$ cat src/rtl/pipeline_hazard_ctrl.sv
// rtl/pipeline_hazard_ctrl.sv - RAW hazard stall, branch flush and perf counters for the 4-stage pipe
module pipeline_hazard_ctrl #(
    parameter int CNT_W = 16
) (
    input  logic             clk,
    input  logic             reset,
    input  logic             i_dec_rw,
    input  logic [4:0]       i_dec_da,
    input  logic [4:0]       i_dec_aa,
    input  logic [4:0]       i_dec_ba,
    input  logic             i_dec_ma,
    input  logic             i_dec_mb,
    input  logic             i_ex_taken,
    output logic             o_pc_hold,
    output logic             o_ir_hold,
    output logic             o_dof_bubble,
    output logic             o_if_flush,
    output logic             o_dof_flush,
    output logic             o_ir_valid,
    output logic [CNT_W-1:0] o_stall_cnt,
    output logic [CNT_W-1:0] o_flush_cnt
);

    localparam logic [CNT_W-1:0] CNT_MAX = '1;

    logic             r_ir_valid;
    logic             r_ex_v;
    logic [4:0]       r_ex_da;
    logic             r_wb_v;
    logic [4:0]       r_wb_da;
    logic [CNT_W-1:0] r_stall_cnt;
    logic [CNT_W-1:0] r_flush_cnt;

    logic w_use_a;
    logic w_use_b;
    logic w_hit_a;
    logic w_hit_b;
    logic w_haz;
    logic w_flush;
    logic w_stall;
    logic w_ex_v_next;

    // No bypass path: both EX and WB entries block a reader until the write lands.
    always_comb begin
        w_use_a     = r_ir_valid & ~i_dec_ma & (i_dec_aa != 5'd0);
        w_use_b     = r_ir_valid & ~i_dec_mb & (i_dec_ba != 5'd0);
        w_hit_a     = (r_ex_v & (r_ex_da == i_dec_aa)) | (r_wb_v & (r_wb_da == i_dec_aa));
        w_hit_b     = (r_ex_v & (r_ex_da == i_dec_ba)) | (r_wb_v & (r_wb_da == i_dec_ba));
        w_haz       = (w_use_a & w_hit_a) | (w_use_b & w_hit_b);
        w_flush     = i_ex_taken;
        w_stall     = ~i_ex_taken & w_haz;
        w_ex_v_next = r_ir_valid & i_dec_rw & (i_dec_da != 5'd0);
    end

    always_comb begin
        o_pc_hold    = 1'b0;
        o_ir_hold    = 1'b0;
        o_dof_bubble = 1'b0;
        o_if_flush   = 1'b0;
        o_dof_flush  = 1'b0;
        if (!reset) begin
            o_pc_hold    = w_stall;
            o_ir_hold    = w_stall;
            o_dof_bubble = w_stall;
            o_if_flush   = w_flush;
            o_dof_flush  = w_flush;
        end
    end

    always_ff @(posedge clk) begin
        if (reset) begin
            r_ir_valid  <= 1'b0;
            r_ex_v      <= 1'b0;
            r_ex_da     <= 5'd0;
            r_wb_v      <= 1'b0;
            r_wb_da     <= 5'd0;
            r_stall_cnt <= '0;
            r_flush_cnt <= '0;
        end else begin
            // The branch itself keeps moving to WB so its own write still retires.
            r_wb_v  <= r_ex_v;
            r_wb_da <= r_ex_da;
            if (w_flush || w_stall) begin
                r_ex_v  <= 1'b0;
                r_ex_da <= 5'd0;
            end else begin
                r_ex_v  <= w_ex_v_next;
                r_ex_da <= i_dec_da;
            end

            if (w_flush) begin
                r_ir_valid <= 1'b0;
            end else if (!w_stall) begin
                r_ir_valid <= 1'b1;
            end

            if (w_stall && (r_stall_cnt != CNT_MAX)) begin
                r_stall_cnt <= r_stall_cnt + 1'b1;
            end
            if (w_flush && (r_flush_cnt != CNT_MAX)) begin
                r_flush_cnt <= r_flush_cnt + 1'b1;
            end
        end
    end

    assign o_ir_valid  = r_ir_valid;
    assign o_stall_cnt = r_stall_cnt;
    assign o_flush_cnt = r_flush_cnt;

endmodule

$ cat config.mk
export PLATFORM = sky130hd
export DESIGN_NAME = pipeline_hazard_ctrl
export DESIGN_NICKNAME = d
export VERILOG_FILES = /design/src/rtl/pipeline_hazard_ctrl.sv
export SDC_FILE = /design/constraint.sdc
export NUM_CORES = 1
export LEC_CHECK = 0
export BUFFER_PORTS_ARGS = -buffer_cell sky130_fd_sc_hd__buf_2
export CORE_ASPECT_RATIO = 1.25
export CORE_MARGIN = 2
export CORE_UTILIZATION = 40
export CTS_CLUSTER_SIZE = 16
export DETAILED_ROUTE_END_ITERATION = 16
export PLACE_DENSITY = 0.7
export SLEW_MARGIN = 20
export SYNTH_ARGS = -nofsm -noshare
export SYNTH_HDL_FRONTEND = slang
export SYNTH_SLANG_ARGS = --single-unit
$ cat constraint.sdc
create_clock -name clk -period 1.75 [get_ports clk]
set_input_delay 0.0875 -clock clk [delete_from_list [all_inputs] [get_ports clk]]
set_output_delay 0.0875 -clock clk [all_outputs]
set_load 0.01 [all_outputs]
==> results of run 1 <==
-- worst register-to-register path: stages, from the launching register on --
cell and delay [ns]:
dfxtp_2 0.35, xnor2_1 0.16, nand4_1 0.13, o22ai_2 0.22
a22oi_2 0.16, buf_12 0.18, or4_1 0.50, a21oi_1 0.15
-- kinds of logic after synthesis --
logic type / share of synthesized area (%)
buffers and inverters: 5.01
XOR/XNOR: 13.0
adder cells (fa/ha/maj): 1.09
multiplexers: 1.91
AND/OR/NAND/NOR: 29.8
AO/OA/AOI/OAI: 10.0
flip-flops: 39.2
-- cells in the mapped netlist, types with 2 or more instances --
cell	count	area [um^2]
a21oi_1	13	65.1
and2_1	3	18.8
and3_1	8	50.1
and4_1	5	43.8
buf_2	2	10.0
buf_4	4	30.0
buf_6	3	33.8
clkbuf_1	7	26.3
dfxtp_1	45	901
ha_1	2	25.0
inv_1	4	15.0
mux2_2	3	33.8
nand2_1	12	45.0
nand3_1	15	75.1
nand4_1	14	87.6
nor2_1	24	90.1
nor2b_1	10	62.6
nor3_1	5	25.0
nor3b_1	2	15.0
nor4_1	4	25.0
o21ai_0	3	15.0
o22ai_1	2	12.5
o31ai_1	9	67.6
or3_1	2	12.5
or4_1	12	90.1
xnor2_1	24	210
xor2_1	10	87.6
-- per-layer routing --
layer | global-route usage, % | wire [um] | vias up
met1 | 21.8 | 2600 | 1135
met4 | 6.17 | 90 | 0
met3 | 3.42 | 186 | 8
met2 | 34.3 | 3290 | 44
met5 | 0 | 0 | -
li1 | - | - | 1154
-- power groups by stage --
stage / Clock [W] / Sequential, W / Combinational, W
final: 0.000833 / 0.00105 / 0.000192
after global routing: 0.000882 / 0.00105 / 0.000208
after CTS: 0.000849 / 0.00105 / 0.000178
after detailed placement: 0 / 0.00107 / 0.000173
after global placement: 0 / 0.00107 / 0.000169
after floorplan: 0 / 0.00108 / 0.0000931
-- metrics by stage --
step | hold slack [ns] | power, W | util [%] | setup TNS, ns | worst slack (ns)
after floorplan | 0.233 | 0.00117 | - | -0.672 | -0.0790
after global placement | 0.331 | 0.00124 | 55.1 | -1.26 | -0.120
final | 0.0220 | 0.00208 | 61.0 | -1.94 | -0.173
after global routing | 0.0168 | 0.00214 | 61.0 | -3.58 | -0.275
after CTS | 0.0124 | 0.00208 | 58.5 | -1.09 | -0.122
after detailed placement | 0.329 | 0.00125 | 55.1 | -1.94 | -0.192
-- how the worst min path moves through the flow --
stage	from	endpoint	slack [ns]	cells past startpoint
2_1_floorplan	i_dec_da[0]	r_ex_da[0]$_SDFF_PP0_	0.23	1
3_3_place_gp	i_dec_da[3]	r_ex_da[3]$_SDFF_PP0_	0.33	2
3_5_place_dp	i_dec_da[3]	r_ex_da[3]$_SDFF_PP0_	0.33	2
4_1_cts	i_dec_da[3]	r_ex_da[3]$_SDFF_PP0_	0.01	2
5_1_grt	i_dec_da[0]	r_ex_da[0]$_SDFF_PP0_	0.02	2
6_report	i_dec_da[3]	r_ex_da[3]$_SDFF_PP0_	0.02	2
-- timing repair --
action	4_1_cts	5_1_grt
pin swaps	3	4
setup buffers	1	3
gates resized for setup	17	17
cloned	0	2
endpoints found under the setup margin	17	24
-- area by class of cell --
cell class / instances / area share (%)
Tap cell: 64 / 2.40
Multi-Input combinational cell: 195 / 42.6
Clock inverter: 2 / 1.12
Sequential cell: 45 / 27.6
Clock buffer: 6 / 2.47
Inverter: 4 / 0.449
Timing Repair Buffer: 115 / 23.4
-- state kept, by name, indices dropped and copies added (netlist names) --
| register | cells |
|---|---|
| o_stall_cnt | 16 |
| o_flush_cnt | 16 |
| o_ir_valid | 1 |
| r_wb_da | 5 |
| r_ex_v | 1 |
| r_wb_v | 1 |
| r_ex_da | 5 |
==> results.py, run 1 <==
metrics = {
    "worst_setup_path": {
        "crit_type": "flip-flop to flip-flop",
        "crit_required_ns": 1.97,
        "rr_startpoint": "r_wb_da[3]$_SDFF_PP0_",
        "startpoint": "r_wb_da[3]$_SDFF_PP0_",
        "r2r-end": "o_stall_cnt[5]$_SDFFE_PP0P_",
        "critPathLaunchType": "flip-flop",
        "ff2ff_path_depth": 7,
        "endpoint": "o_stall_cnt[5]$_SDFFE_PP0P_",
        "crit_arrival_ns": 2.14,
        "crit_buf_inv": 1,
        "r2r_slack_ns": -0.17,
        "worst-path-stages": 7,
        "slowest_stage": "or4_1",
        "crit_chain": "xnor2_1, nand4_1, o22ai_2, a22oi_2, buf_12, or4_1, a21oi_1",
        "cp_max_fo": 13,
        "crit_path_end_kind": "flip-flop",
        "max_stage_delay_ns": 0.50,
        "cp_top_family": "simple AND/OR/NAND/NOR gates",
    },
    "die": {
        "core-area_um2": 5480,
        "die_w_um": 71.8,
        "io_pins": 59,
        "chipHeight_um": 88.7,
        "row_count": 30,
        "start_util_pct": 41.9,
        "die_area_um2": 6370,
    },
    "cells_and_area": {
        "finalNonFillerCells": 431,
        "mostFrequentLayoutCells": "58 x buf_2, 52 x buf_4, 29 x dfxtp_1, 24 x nor2_1, 22 x xnor2_1",
        "fillers": 491,
        "area_growth_pct": 45.4,
        "drive_gt1_share_pct": 45.2,
        "ff_latch_area_um2": 921,
        "diodes": 0,
        "fin_area_um2": 3340,
        "final_common_cell": "buf_2",
        "multi_input_area_um2": 1420,
        "nNetsFinal": 389,
    },
    "power_and_ir_drop": {
        "comb_power_share_pct": 9.3,
        "peakVddDrop_uv": 508,
        "p_leak_nw": 1.43,
        "clockPowerShare_pct": 40.1,
        "intPower_w": 0.00160,
        "seq_power_share_pct": 50.6,
        "swShare_pct": 23.1,
        "power_density_nw_per_um2": 622,
        "p_switching_w": 0.000481,
    },
    "synthesis": {
        "async_reset_ff_share_pct": 0,
        "synth-seq-cells": 45,
        "synthCells": 260,
        "syn_area_um2": 2300,
        "seq_area_frac_synth_pct": 39.2,
        "syn_area_per_cell_um2": 8.84,
        "yosys_warnings": 0,
        "synth_ff_type": "dfxtp_1",
        "synth_edf_count": 0,
        "synth_cell_type_count": 40,
        "syn_nets": 283,
    },
    "place": {
        "io_buffers": 58,
        "dpl.hpwl_um": 4240,
        "place_area_um2": 3020,
        "globalplace.congestion": 0.894,
        "post-place-cells": 417,
    },
    "sta": {
        "fmax_mhz": 520,
        "timing_hold_violations_final": 0,
        "slew_viol_final": 0,
        "setup_viol": 16,
        "skew_ns": 0.00305,
        "setup_slack_ns": -0.173,
        "rsz0062_at_grt": "yes",
        "timing.max_slew.rel_slack_pct": 59.8,
        "worst_pin_slew_ns": 0.603,
        "min_period_ns": 1.92,
        "fin_crit_sh_pct": 110,
    },
    "drt": {
        "vias_per_cell": 5.43,
        "detail_route.wl_per_cell_um": 14.3,
        "totalWireLength_um": 6170,
        "firstDrtPassIters": 4,
        "initialDrtViolationCount": 157,
        "drcViolationCount": 0,
        "antenna_left": 0,
        "vias": 2341,
    },
    "outcome": {
        "violations": "negative setup slack",
        "status": "complete, but fails checks",
    },
    "clock_tree": {
        "cts.reportedPaths.clkPinSlew_ns": 0.09,
        "cts_tree": "done",
        "clk_path_buf_depth": 2,
        "clock-sinks": 45,
        "hold_buffers": 0,
        "cts_made_buffers": 5,
        "clkLatencyLatePin_ns": 0.30,
        "clock-root-buffer": "clkbuf_8",
        "h-tree-depth": 2,
    },
    "worst_hold_path": {
        "min_path_type": "input pin to flip-flop",
    },
    "global_route": {
        "track_usage_pct": 18.7,
        "grt_antenna_before_repair": 0,
        "first_global_vias": 2078,
        "grt.overflow.total": 0,
        "grt_pass1_wl_um": 9400,
        "grt_max_degree": 28,
    },
    "flow_run": {
        "cap_violations": 0,
    },
}
Power figures use the tool's default switching activity.
==> run 2: changes to the inputs <==
Settings changed: CELL_PAD_IN_SITES_DETAIL_PLACEMENT set to 0, CELL_PAD_IN_SITES_GLOBAL_PLACEMENT set to 2, CORE_UTILIZATION 40 to 28, PLACE_DENSITY 0.7 to 0.8.
==> run 2 against run 1 <==
The flow still finishes with violations (negative setup slack). Global-route usage down 4.8 points. Sequential cell count is the same. Clock power decreased by 0.7%. Highest routed layer unchanged.
==> results.py, run 2 (synthesis results as in run 1) <==
metrics = {
    "die": {
        "die_w_um": 85.0,
        "chipHeight_um": 105,
        "io_pins": 59,
        "core-area_um2": 7880,
        "start_util_pct": 29.1,
        "row_count": 36,
        "die_area_um2": 8950,
    },
    "sta": {
        "setup-tns-final_ns": -1.20,
        "setup_viol": 16,
        "skew_ns": 0.00714,
        "setup_slack_ns": -0.136,
        "fmax_mhz": 530,
        "slew_viol_final": 0,
        "min_period_ns": 1.89,
        "timing_hold_violations_final": 0,
        "rsz0062_at_grt": "yes",
        "worst_pin_slew_ns": 0.512,
        "fin_crit_sh_pct": 108,
        "whs_ns": 0.0263,
        "timing.max_slew.rel_slack_pct": 65.9,
    },
    "global_route": {
        "use_met3_pct": 2.51,
        "met1_usage_pct": 17.6,
        "busiest_layer": "met2",
        "grt_antenna_before_repair": 0,
        "grt_pass1_wl_um": 10300,
        "grt.overflow.total": 0,
        "first_global_vias": 2151,
        "grt_max_degree": 26,
        "track_usage_pct": 13.9,
        "grt_util_met2_pct": 23.7,
    },
    "worst_hold_path": {
        "min_path_type": "input pin to flip-flop",
        "hold_depth": 2,
    },
    "clock_tree": {
        "h-tree-depth": 2,
        "cts_tree": "done",
        "cts.reportedPaths.clkPinSlew_ns": 0.09,
        "hold_buffers": 0,
        "cts_made_buffers": 5,
        "clk_path_buf_depth": 2,
        "clkLatencyLatePin_ns": 0.30,
        "clock-sinks": 45,
        "clock-root-buffer": "clkbuf_8",
    },
    "worst_setup_path": {
        "max_stage_delay_ns": 0.36,
        "worst-path-stages": 8,
        "crit_required_ns": 1.66,
        "crit_type": "flip-flop to output pin",
        "cp_max_fo": 3,
        "crit_buf_inv": 3,
        "slowest_stage": "dfxtp_2",
        "crit_chain": "xnor2_1, nand4_1, o22ai_2, a22oi_2, buf_4, nor3_4, buf_6, buf_2",
        "cp_top_family": "buffers and inverters",
        "ff2ff_path_depth": 7,
        "crit_path_end_kind": "output pin",
        "crit_arrival_ns": 1.80,
        "critPathLaunchType": "flip-flop",
    },
    "cells_and_area": {
        "nNetsFinal": 391,
        "final_core_util_pct": 42.9,
        "diodes": 0,
        "mostFrequentLayoutCells": "57 x buf_2, 52 x buf_4, 32 x dfxtp_1, 24 x nor2_1, 19 x xnor2_1",
        "final_common_cell": "buf_2",
        "drive_gt1_share_pct": 44.4,
        "area_growth_pct": 47.2,
    },
    "drt": {
        "initialDrtViolationCount": 64,
        "vias_per_cell": 4.87,
        "antenna_left": 0,
        "detail_route.wl_per_cell_um": 13.4,
        "firstDrtPassIters": 4,
        "vias": 2258,
        "drcViolationCount": 0,
        "totalWireLength_um": 6210,
    },
    "outcome": {
        "status": "complete, but fails checks",
        "violations": "negative setup slack",
    },
    "place": {
        "globalplace.congestion": 0.804,
        "dpl.hpwl_um": 4550,
        "io_buffers": 58,
        "pre_cts_ws_ns": -0.209,
    },
    "power_and_ir_drop": {
        "peakVddDrop_uv": 315,
        "p_leak_nw": 1.44,
        "power_density_nw_per_um2": 611,
    },
    "flow_run": {
        "cap_violations": 0,
    },
}
==> run 2: metrics by stage <==
step | total power [W] | instance area [um^2] | cells
5_1_grt | 0.00216 | 3380 | 464
3_3_place_gp | 0.00125 | 3080 | 451
3_5_place_dp | 0.00125 | 3080 | 451
2_1_floorplan | 0.00117 | 2340 | 260
4_1_cts | 0.00209 | 3280 | 460
6_report | 0.00207 | 3380 | 464
==> run 2: area by class of cell <==
type                    instances  area [um^2]
fillers                       784         4500
multi-input cells             195         1420
flip-flops and latches         45          917
repair buffers                117          797
well taps                      95          119
clock buffers                   7         86.3
clock inverters                 1         30.0
inverters                       4         15.0
==> run 2: final timing paths <==
check | startpoint | to | slack, ns
worst max-delay path | r_wb_da[4]$_SDFF_PP0_ | o_ir_hold | -0.14
worst min-delay path | i_dec_da[3] | r_ex_da[3]$_SDFF_PP0_ | 0.03
worst min register to register | r_ex_v$_SDFF_PP0_ | r_wb_v$_SDFF_PP0_ | 0.49
worst max register to register | r_wb_da[4]$_SDFF_PP0_ | o_stall_cnt[7]$_SDFFE_PP0P_ | -0.09
==> run 2: metal layers <==
layer,share of wire (%),wire [um]
met1,42,2580
met4,0.60,37
met5,0,0
met2,54,3360
met3,3.6,224
==> run 2: power by group <==
part	internal (W)	leakage, nW	switching, W
combinational	0.0000907	1.01	0.0000969
clock	0.000466	0.0585	0.000361
sequential	0.00104	0.370	0.0000128
==> run 2: timing repair <==
| item | 4_1_cts | 5_1_grt |
|---|---|---|
| setup endpoints to repair | 17 | 21 |
| setup buffers | 1 | 2 |
| pin swaps | 12 | 6 |
| resized for setup | 21 | 12 |
| gates cloned | 0 | 2 |
==> run 2: worst register-to-register path: cells and delay by family (launching register included) <==
family                    cells  cell delay [ns]
DFF                           1             0.36
buffers and inverters         1             0.17
AOI/OAI and AO/OA             3             0.50
and+or+nand+nor               2             0.62
xor gates and xnor gates      1             0.12
==> run 3: changes to the inputs <==
Settings changed: ABC_CLOCK_PERIOD_IN_PS set to 1750, PLACE_DENSITY 0.8 to unset, PLACE_DENSITY_LB_ADDON set to 0.1, RECOVER_POWER set to 25.
==> run 3 against run 2 <==
The run still ends with negative setup slack left. Critical path depth down 1. Routed wire length about the same. Count of clock-buffer cells in the layout down 2. Die area unchanged. Worst setup slack better by 0.0056 ns. Global-route usage up 0.38 points. Combinational power about the same. Power up 6.1%. Critical path type is now flip-flop to flip-flop. Largest cell class unchanged. Largest power group unchanged. Highest routed layer unchanged.
==> results.py, run 3 (synthesis results as in run 1) <==
metrics = {
    "worst_setup_path": {
        "crit_type": "flip-flop to flip-flop",
        "crit_required_ns": 1.98,
        "crit_path_end_kind": "flip-flop",
        "critPathLaunchType": "flip-flop",
        "crit_arrival_ns": 2.11,
        "ff2ff_path_depth": 7,
        "cp_max_fo": 22,
    },
    "die": {
        "die_w_um": 85.0,
        "core-area_um2": 7880,
        "row_count": 36,
        "io_pins": 59,
        "chipHeight_um": 105,
        "die_area_um2": 8950,
        "start_util_pct": 29.1,
    },
    "clock_tree": {
        "clock-sinks": 45,
        "clk_path_buf_depth": 2,
        "clkLatencyLatePin_ns": 0.31,
        "cts_tree": "done",
        "cts.reportedPaths.clkPinSlew_ns": 0.09,
        "clock-root-buffer": "clkbuf_8",
        "h-tree-depth": 2,
        "cts_made_buffers": 5,
    },
    "global_route": {
        "track_usage_pct": 14.2,
        "use_met3_pct": 2.98,
        "grt_max_degree": 28,
        "met1_usage_pct": 19.1,
        "grt_antenna_before_repair": 0,
        "grt_util_met2_pct": 23.2,
        "busiest_layer": "met2",
        "grt_pass1_wl_um": 10400,
        "grt.overflow.total": 0,
        "first_global_vias": 2160,
    },
    "drt": {
        "drcViolationCount": 0,
        "vias_per_cell": 4.81,
        "firstDrtPassIters": 6,
        "antenna_left": 0,
        "totalWireLength_um": 6210,
        "initialDrtViolationCount": 55,
        "vias": 2182,
        "detail_route.wl_per_cell_um": 13.7,
    },
    "worst_hold_path": {
        "hold_depth": 2,
        "min_path_type": "input pin to flip-flop",
    },
    "cells_and_area": {
        "mostFrequentLayoutCells": "49 x buf_2, 46 x buf_4, 31 x dfxtp_1, 24 x nor2_1, 19 x xnor2_1",
        "fin_area_um2": 3310,
        "nNetsFinal": 381,
        "ff_latch_area_um2": 918,
        "finalNonFillerCells": 454,
        "multi_input_area_um2": 1440,
        "area_growth_pct": 43.9,
        "diodes": 0,
        "fillers": 825,
        "drive_gt1_share_pct": 42.3,
        "final_common_cell": "buf_2",
        "final_core_util_pct": 41.9,
    },
    "power_and_ir_drop": {
        "p_leak_nw": 1.35,
        "power_density_nw_per_um2": 663,
        "peakVddDrop_uv": 388,
    },
    "outcome": {
        "violations": "negative setup slack",
        "status": "complete, but fails checks",
    },
    "sta": {
        "setup_viol": 14,
        "slew_viol_final": 0,
        "setup_slack_ns": -0.130,
        "fin_crit_sh_pct": 107,
        "fmax_mhz": 532,
        "timing.max_slew.rel_slack_pct": 60.7,
        "rsz0062_at_grt": "yes",
        "timing_hold_violations_final": 0,
        "worst_pin_slew_ns": 0.590,
        "whs_ns": 0.0168,
        "min_period_ns": 1.88,
        "skew_ns": 0.0106,
    },
    "place": {
        "place_area_um2": 3060,
        "post-place-cells": 446,
        "dpl.hpwl_um": 4570,
        "globalplace.congestion": 0.789,
        "io_buffers": 58,
    },
    "flow_run": {
        "cap_violations": 0,
    },
}
[run 3: changes by cell type in the layout (fill, tap and decap cells not counted), sizes merged]
cell and change:
clkbuf +6, clkinv +1, buf -18, bufinv +1
[run 3: final timing paths]
kind	to	slack [ns]	from
setup / recovery	o_stall_cnt[4]$_SDFFE_PP0P_	-0.13	r_wb_da[4]$_SDFF_PP0_
hold / removal	r_ex_da[4]$_SDFF_PP0_	0.02	i_dec_da[4]
hold reg to reg	r_wb_da[0]$_SDFF_PP0_	0.50	r_ex_da[0]$_SDFF_PP0_
setup reg to reg	o_stall_cnt[4]$_SDFFE_PP0P_	-0.13	r_wb_da[4]$_SDFF_PP0_
[run 3: final cells by class]
type                    instances  area share (%)
clock buffers                   5            2.08
repair buffers                107            20.7
flip-flops and latches         45            27.8
multi-input cells             195            43.4
clock inverters                 3            1.97
inverters                       4           0.454
well taps                      95            3.60
[run 3: routing by layer]
metal	vias up	wire length (um)
met5	-	0
met4	0	80
met3	7	232
met2	41	2970
met1	1004	2930
li1	1130	-
[run 3: worst max-delay path: stages, from the launching register on]
cell and delay, ns:
dfxtp_2 0.37, xnor2_2 0.12, nand4_1 0.12, o22ai_2 0.23, a22oi_2 0.13, buf_12 0.18
or4_4 0.52, a21oi_2 0.14
[run 3: what timing repair did]
item / 4_1_cts / 5_1_grt
endpoints found under the hold margin: 0 / 0
setup endpoints to repair: 16 / 27
hold buffers: 0 / 0
pin swaps: 3 / 7
setup buffers: 1 / 1
resized for setup: 15 / 21
[run 3: through the flow]
step	total power (W)	setup TNS (ns)	setup slack, ns
floorplan	0.00117	-0.672	-0.0790
global placement	0.00125	-2.15	-0.193
detailed placement	0.00125	-2.17	-0.205
CTS	0.00222	-1.21	-0.136
global route	0.00228	-3.18	-0.241
finish	0.00219	-1.26	-0.130
[run 3: where the power goes]
part / internal (W) / switching [W]
sequential: 0.00104 / 0.0000123
combinational: 0.0000907 / 0.0000977
clock: 0.000568 / 0.000384
